File: src/rtl/spi_xfer_seq_if.sv
// SPI master side of the transaction sequencer: chip select, byte
// handshake and data toward/from spi_master.
interface spi_xfer_seq_if #(
    parameter int d_width = 8
);
    logic               csn;
    logic               spi_enable;
    logic [d_width-1:0] spi_tx_data;
    logic               spi_busy;
    logic [d_width-1:0] spi_rx_data;

    modport master (
        output csn, spi_enable, spi_tx_data,
        input  spi_busy, spi_rx_data
    );

    modport slave (
        input  csn, spi_enable, spi_tx_data,
        output spi_busy, spi_rx_data
    );
endinterface

File: src/rtl/spi_xfer_seq.sv
// Multi-byte SPI transaction sequencer: frames csn, feeds TX buffer bytes
// into spi_master and captures each returned byte into an RX buffer.
module spi_xfer_seq #(
    parameter int d_width   = 8,
    parameter int MAX_BYTES = 33,
    parameter int CS_SETUP  = 4,
    parameter int CS_HOLD   = 4,
    parameter int TIMEOUT   = 64
) (
    input  logic               clk,
    input  logic               reset,
    input  logic               start,
    input  logic [5:0]         xfer_len,
    input  logic               tx_we,
    input  logic [5:0]         tx_addr,
    input  logic [d_width-1:0] tx_wdata,
    input  logic [5:0]         rx_addr,
    output logic [d_width-1:0] rx_rdata,
    output logic               seq_busy,
    output logic               done,
    output logic               err,
    spi_xfer_seq_if.master     spi
);
    typedef enum logic [2:0] {
        IDLE, SETUP, LOAD, WAIT_HI, WAIT_LO, STORE, HOLD, DONE
    } state_t;

    state_t state, state_nx;

    logic [d_width-1:0] txbuf [MAX_BYTES];
    logic [d_width-1:0] rxbuf [MAX_BYTES];

    logic [5:0] len;
    logic [5:0] idx;
    logic [7:0] cnt;
    logic       abort;

    logic len_ok, last, setup_end, hold_end, tmo;

    assign len_ok    = (xfer_len != 6'd0) && (xfer_len <= 6'(MAX_BYTES));
    assign last      = (idx == len - 6'd1);
    // SETUP plus the LOAD cycle give CS_SETUP cycles before spi_enable;
    // STORE, HOLD and the DONE edge give CS_HOLD cycles after busy falls.
    assign setup_end = (cnt == 8'(CS_SETUP - 2));
    assign hold_end  = (cnt == 8'(CS_HOLD - 3));
    assign tmo       = (cnt == 8'(TIMEOUT - 1));
    assign seq_busy  = (state != IDLE);

    always_ff @(posedge clk) begin
        if (reset) state <= IDLE;
        else       state <= state_nx;
    end

    always_comb begin
        state_nx = state;
        unique case (state)
            IDLE:    if (start && len_ok) state_nx = SETUP;
            SETUP:   if (setup_end) state_nx = LOAD;
            LOAD:    state_nx = WAIT_HI;
            WAIT_HI: begin
                if (spi.spi_busy) state_nx = WAIT_LO;
                else if (tmo)     state_nx = HOLD;
            end
            WAIT_LO: if (!spi.spi_busy) state_nx = STORE;
            STORE:   state_nx = last ? HOLD : LOAD;
            HOLD:    if (hold_end) state_nx = DONE;
            DONE:    state_nx = IDLE;
        endcase
    end

    always_ff @(posedge clk) begin
        if (reset) begin
            spi.csn         <= 1'b1;
            spi.spi_enable  <= 1'b0;
            spi.spi_tx_data <= '0;
            done            <= 1'b0;
            err             <= 1'b0;
            idx             <= '0;
            len             <= '0;
            cnt             <= '0;
            abort           <= 1'b0;
            rx_rdata        <= '0;
        end else begin
            done <= 1'b0;
            err  <= 1'b0;
            cnt  <= (state_nx != state) ? 8'd0 : cnt + 8'd1;
            rx_rdata <= (rx_addr < 6'(MAX_BYTES)) ? rxbuf[rx_addr] : '0;
            unique case (state)
                IDLE: begin
                    if (start) begin
                        if (len_ok) begin
                            len     <= xfer_len;
                            idx     <= '0;
                            spi.csn <= 1'b0;
                        end else begin
                            err <= 1'b1;
                        end
                    end
                end
                LOAD: begin
                    spi.spi_tx_data <= txbuf[idx];
                    spi.spi_enable  <= 1'b1;
                end
                WAIT_HI: begin
                    if (spi.spi_busy || tmo) spi.spi_enable <= 1'b0;
                    if (!spi.spi_busy && tmo) abort <= 1'b1;
                end
                STORE: if (!last) idx <= idx + 6'd1;
                HOLD: begin
                    if (hold_end) begin
                        spi.csn <= 1'b1;
                        done    <= !abort;
                        err     <= abort;
                    end
                end
                DONE: abort <= 1'b0;
                default: ;
            endcase
        end
    end

    // Buffers are deliberately not reset.
    always_ff @(posedge clk) begin
        if (tx_we && !seq_busy && (tx_addr < 6'(MAX_BYTES)))
            txbuf[tx_addr] <= tx_wdata;
        if (state == STORE)
            rxbuf[idx] <= spi.spi_rx_data;
    end
endmodule

File: src/flat_wrapper.sv
// flat-port wrapper written by rule: the top's interface ports become plain ports
module spi_xfer_seq_flat 
#(
    parameter int d_width   = 8,
    parameter int MAX_BYTES = 33,
    parameter int CS_SETUP  = 4,
    parameter int CS_HOLD   = 4,
    parameter int TIMEOUT   = 64
)
  (clk, reset, start, xfer_len, tx_we, tx_addr, tx_wdata, rx_addr, rx_rdata, seq_busy, done, err, spi_csn, spi_spi_enable, spi_spi_tx_data, spi_spi_busy, spi_spi_rx_data);
  spi_xfer_seq_if #(.d_width(d_width)) spi_i ();
  input  logic clk;
  input  logic reset;
  input  logic start;
  input  logic [5:0] xfer_len;
  input  logic tx_we;
  input  logic [5:0] tx_addr;
  input  logic [d_width-1:0] tx_wdata;
  input  logic [5:0] rx_addr;
  output logic [d_width-1:0] rx_rdata;
  output logic seq_busy;
  output logic done;
  output logic err;
  output wire logic [$bits(spi_i.csn)-1:0] spi_csn;
  output wire logic [$bits(spi_i.spi_enable)-1:0] spi_spi_enable;
  output wire logic [$bits(spi_i.spi_tx_data)-1:0] spi_spi_tx_data;
  input wire logic [$bits(spi_i.spi_busy)-1:0] spi_spi_busy;
  input wire logic [$bits(spi_i.spi_rx_data)-1:0] spi_spi_rx_data;
  assign spi_csn = spi_i.csn;
  assign spi_spi_enable = spi_i.spi_enable;
  assign spi_spi_tx_data = spi_i.spi_tx_data;
  assign spi_i.spi_busy = spi_spi_busy;
  assign spi_i.spi_rx_data = spi_spi_rx_data;
  spi_xfer_seq #(.d_width(d_width), .MAX_BYTES(MAX_BYTES), .CS_SETUP(CS_SETUP), .CS_HOLD(CS_HOLD), .TIMEOUT(TIMEOUT)) u_core (.clk(clk), .reset(reset), .start(start), .xfer_len(xfer_len), .tx_we(tx_we), .tx_addr(tx_addr), .tx_wdata(tx_wdata), .rx_addr(rx_addr), .rx_rdata(rx_rdata), .seq_busy(seq_busy), .done(done), .err(err), .spi(spi_i));
endmodule
File: config.mk
export PLATFORM = sky130hd
export DESIGN_NAME = spi_xfer_seq_flat
export DESIGN_NICKNAME = d
export VERILOG_FILES = /design/src/rtl/spi_xfer_seq_if.sv /design/src/rtl/spi_xfer_seq.sv /design/src/flat_wrapper.sv
export SDC_FILE = /design/constraint.sdc
export NUM_CORES = 1
export LEC_CHECK = 0
export CAP_MARGIN = 20
export CORE_MARGIN = 5
export CORE_UTILIZATION = 50
export CTS_CLUSTER_SIZE = 20
export DETAILED_ROUTE_END_ITERATION = 10
export GPL_TIMING_DRIVEN = 0
export PLACE_DENSITY = 0.69
export REMOVE_ABC_BUFFERS = 1
export SYNTH_ARGS = -nofsm -noshare
export SYNTH_HDL_FRONTEND = slang
export SYNTH_SLANG_ARGS = --single-unit
File: constraint.sdc
create_clock -name clk -period 2.4 [get_ports clk]
set_input_delay 0.24 -clock clk [delete_from_list [all_inputs] [get_ports clk]]
set_output_delay 0.24 -clock clk [all_outputs]
set_load 0.05 [all_outputs]
==> flow_metrics.env <==
export IMPL_htreeDepth=2
export IMPL_finalSetupViolCount=0
export IMPL_ys_warn_count=0
export IMPL_synth_adder_area_share_pct=0.279
export IMPL_cts_clk_slew_worst_paths_ns=0.06
export IMPL_synth_top_cell_area_share_pct=70.6
export IMPL_finClkSkew_ns=0.0220
export IMPL_start_util_pct=50.7
export IMPL_yosys_area_top_type="edfxtp_1"
export IMPL_synth_edff_count=528
export IMPL_grt_pass1_vias=11744
export IMPL_grt_util_all_layers_pct=19.6
export IMPL_synth_area_mm2=0.0224
export IMPL_fp_row_count=77
export IMPL_grt_pass1_wl_um=73500
export IMPL_min_period_ns=2.38
export IMPL_finalSetupTns_ns=0
export IMPL_route_detailed_drc=0
export IMPL_async_flop_share_pct=0
export IMPL_hpwl_um=30000
export IMPL_worstPathMaxFanout=13
export IMPL_synth_mux_area_share_pct=13.5
export IMPL_arrival_ns=2.59
export IMPL_coreArea_mm2=0.0443
export IMPL_antenna_found_initial=0
export IMPL_status="complete, no violations"
export IMPL_synthXorXnorAreaFrac_pct=0.663
export IMPL_root_buffer="clkbuf_16"
export IMPL_cts_buffers=56
export IMPL_synth_compound_area_share_pct=4.24
export IMPL_path_class="flop to flop"
export IMPL_power_total_mw=21.7
export IMPL_synthTopCellsByArea="edfxtp_1 71%, mux4_2 11%, dfxtp_1 3.9%, nor2_1 2.0%, mux2i_1 1.8%"
export IMPL_period_share_pct=99.1
export IMPL_synth_flop_cell="edfxtp_1"
export IMPL_avgRoutedWirePerCell_um=25.2
export IMPL_area_delta_synth_final_pct=18.3
export IMPL_die_width_um=222
export IMPL_cts_tree="built"
export IMPL_grt_start_max_net_pins=59
export IMPL_synth_seq_cells=572
export IMPL_ir_drop_v=0.000590
export IMPL_drive_gt1_share_pct=25.8
export IMPL_syn_avg_cell_area_um2=18.6
export IMPL_synth_simple_area_share_pct=5.19
export IMPL_leakagePower_nw=8.26
export IMPL_postRouteAntennaNets=0
export IMPL_ys_seq_area_share_pct=74.6
export IMPL_tightest_slew_ns=0.821
export IMPL_synth_top_family_by_area="multiplexers"
export IMPL_ios=60
export IMPL_clk_path_buf_depth=3
export IMPL_clock_latency_ns=0.59
export IMPL_chipHeight_um=222
export IMPL_gp_congestion=0.806
export IMPL_whs_ns=0.309
export IMPL_rsz0062_at_grt="true"
export IMPL_fillers=3187
export IMPL_end_kind="flop"
export IMPL_synth_cell_type_count=66
export IMPL_netlist_instances=1205
export IMPL_via_per_inst=5.98
export IMPL_wirelength_um=48800
export IMPL_vias=11566
export IMPL_finalHoldViolCount=0
export IMPL_max_freq_mhz=420
export IMPL_startpoint_type="flop"
export IMPL_port_buffers=59
export IMPL_n_antenna_cell=0
export IMPL_power_density_mw_per_mm2=817
export IMPL_die_area_mm2=0.0492
export IMPL_cts_hold_fix_buffers=0
export IMPL_finalNetCount=1340
export IMPL_utilization_pct=59.9
export IMPL_drt_pass1_iter_count=5
export IMPL_design_area_mm2=0.0266
export IMPL_drv_cap=0
export IMPL_placed_area_mm2=0.0238
export IMPL_hold_class="input port to flop"
export IMPL_grt_overflow=0
export IMPL_slew_violations=0
export IMPL_clock_sinks=572
export IMPL_relSlewSlack_pct=44.8
export IMPL_drt_initial_drc_count=1225
export IMPL_cp_required_ns=2.61
## cell usage after synthesis (3+ instances only)
cell,n
edfxtp_1,528
nor2_1,120
mux4_2,113
nand2_1,51
dfxtp_1,44
mux2i_1,40
clkbuf_1,26
a21oi_1,24
a22oi_1,20
nor3_1,18
nand3_1,15
a211oi_1,14
buf_2,14
buf_4,10
xnor2_1,10
inv_1,9
a32o_1,8
buf_1,8
nand3b_1,8
nor2b_1,8
o22ai_1,8
mux2_2,7
o21ai_0,7
o221ai_1,7
xor2_1,7
a221o_1,6
a31oi_1,5
ha_1,5
nor4_1,5
and2_1,4
buf_6,4
nand2b_1,4
a2111oi_0,3
a211oi_2,3
and3_1,3
## final cells by class
cell class / count / area [µm²] / area share [%]
repair buffers: 96 / 1340 / 5.03
clock inverters: 38 / 394 / 1.48
multi-input cells: 560 / 5830 / 22.0
flip-flops and latches: 572 / 16800 / 63.1
well taps: 592 / 741 / 2.79
inverters: 10 / 37.5 / 0.141
clock buffers: 66 / 1460 / 5.50
## layout by cell type, fill, tap and decap left out, types with 14 or more instances in the layout
cell and n:
edfxtp_1 528, mux4_2 113, clkbuf_16 60, clkdlybuf4s50_1 54
nor2_1 53, nand2_1 47, mux2i_1 40, nor2_4 39
dfxtp_1 36, nor2_2 28, a21oi_1 24, a22oi_1 20
nor3_1 14, clkinv_1 14
## state kept, by name (all words and copies together), names as in the netlist
name,cells
u_core.spi.csn,1
u_core.spi.spi_enable,1
u_core.idx,6
u_core.cnt,8
u_core.rx_rdata,8
u_core.done,1
u_core.len,6
u_core.txbuf,264
u_core.rxbuf,264
u_core.abort,1
u_core.state,3
u_core.err,1
u_core.spi.spi_tx_data,8
## critical path: stages, from the launching register on
cell     delay, ns
dfxtp_1       0.43
inv_1         0.20
and3_1        0.22
and2_1        0.27
nand3_1       0.35
nor2_2        0.52
## layer usage
| metal | global-route usage [%] | wire (µm) | part of all wire [%] |
|---|---|---|---|
| met3 | 3.99 | 3000 | 6.2 |
| met4 | 6.34 | 1410 | 2.9 |
| met5 | 0 | 0 | 0 |
| met2 | 31.7 | 24100 | 49 |
| met1 | 27.1 | 20300 | 42 |
## where the power goes
| part | leakage, nW | switching, mW | internal [mW] |
|---|---|---|---|
| Combinational | 2.24 | 1.00 | 0.800 |
| Sequential | 5.11 | 0.0881 | 11.0 |
| Clock | 0.913 | 3.64 | 5.20 |
## metrics by stage
| step | std cells | setup slack [ns] |
|---|---|---|
| detailed placement | 1810 | -1.26 |
| global placement | 1793 | -4.42 |
| finish | 1934 | 0.0217 |
| global route | 1934 | -0.149 |
| floorplan | 1142 | -2.15 |
| CTS | 1920 | -0.279 |
## cells by family after synthesis
| group | count (synthesis) |
|---|---|
| multiplexers | 160 |
| buffers and inverters | 73 |
| flip-flops | 572 |
| AO/OA/AOI/OAI | 125 |
| XOR/XNOR | 17 |
| adder cells (fa/ha/maj) | 5 |
| AND/OR/NAND/NOR | 253 |
## final timing paths
| path | slack (ns) | from | end | cells past startpoint |
|---|---|---|---|---|
| setup reg to reg | 0.02 | u_core.state[1]$_SDFF_PP0_ | u_core.rxbuf[7][4]$_DFFE_PP_ | 5 |
| hold reg to reg | 0.47 | u_core.rxbuf[32][5]$_DFFE_PP_ | u_core.rx_rdata[5]$_SDFF_PP0_ | 1 |
| setup / recovery | 0.02 | u_core.state[1]$_SDFF_PP0_ | u_core.rxbuf[7][4]$_DFFE_PP_ | 5 |
| hold / removal | 0.31 | xfer_len[0] | u_core.len[0]$_SDFFE_PP0P_ | 3 |
## timing repair
action / 4_1_cts / 5_1_grt
hold endpoints to repair: 0 / 0
gates cloned: 1 / 2
gates resized for setup: 97 / 40
endpoints found under the setup margin: 549 / 353
setup buffers: 5 / 4
pin swaps: 3 / 6
No activity file was read; power rests on OpenSTA's default activity.
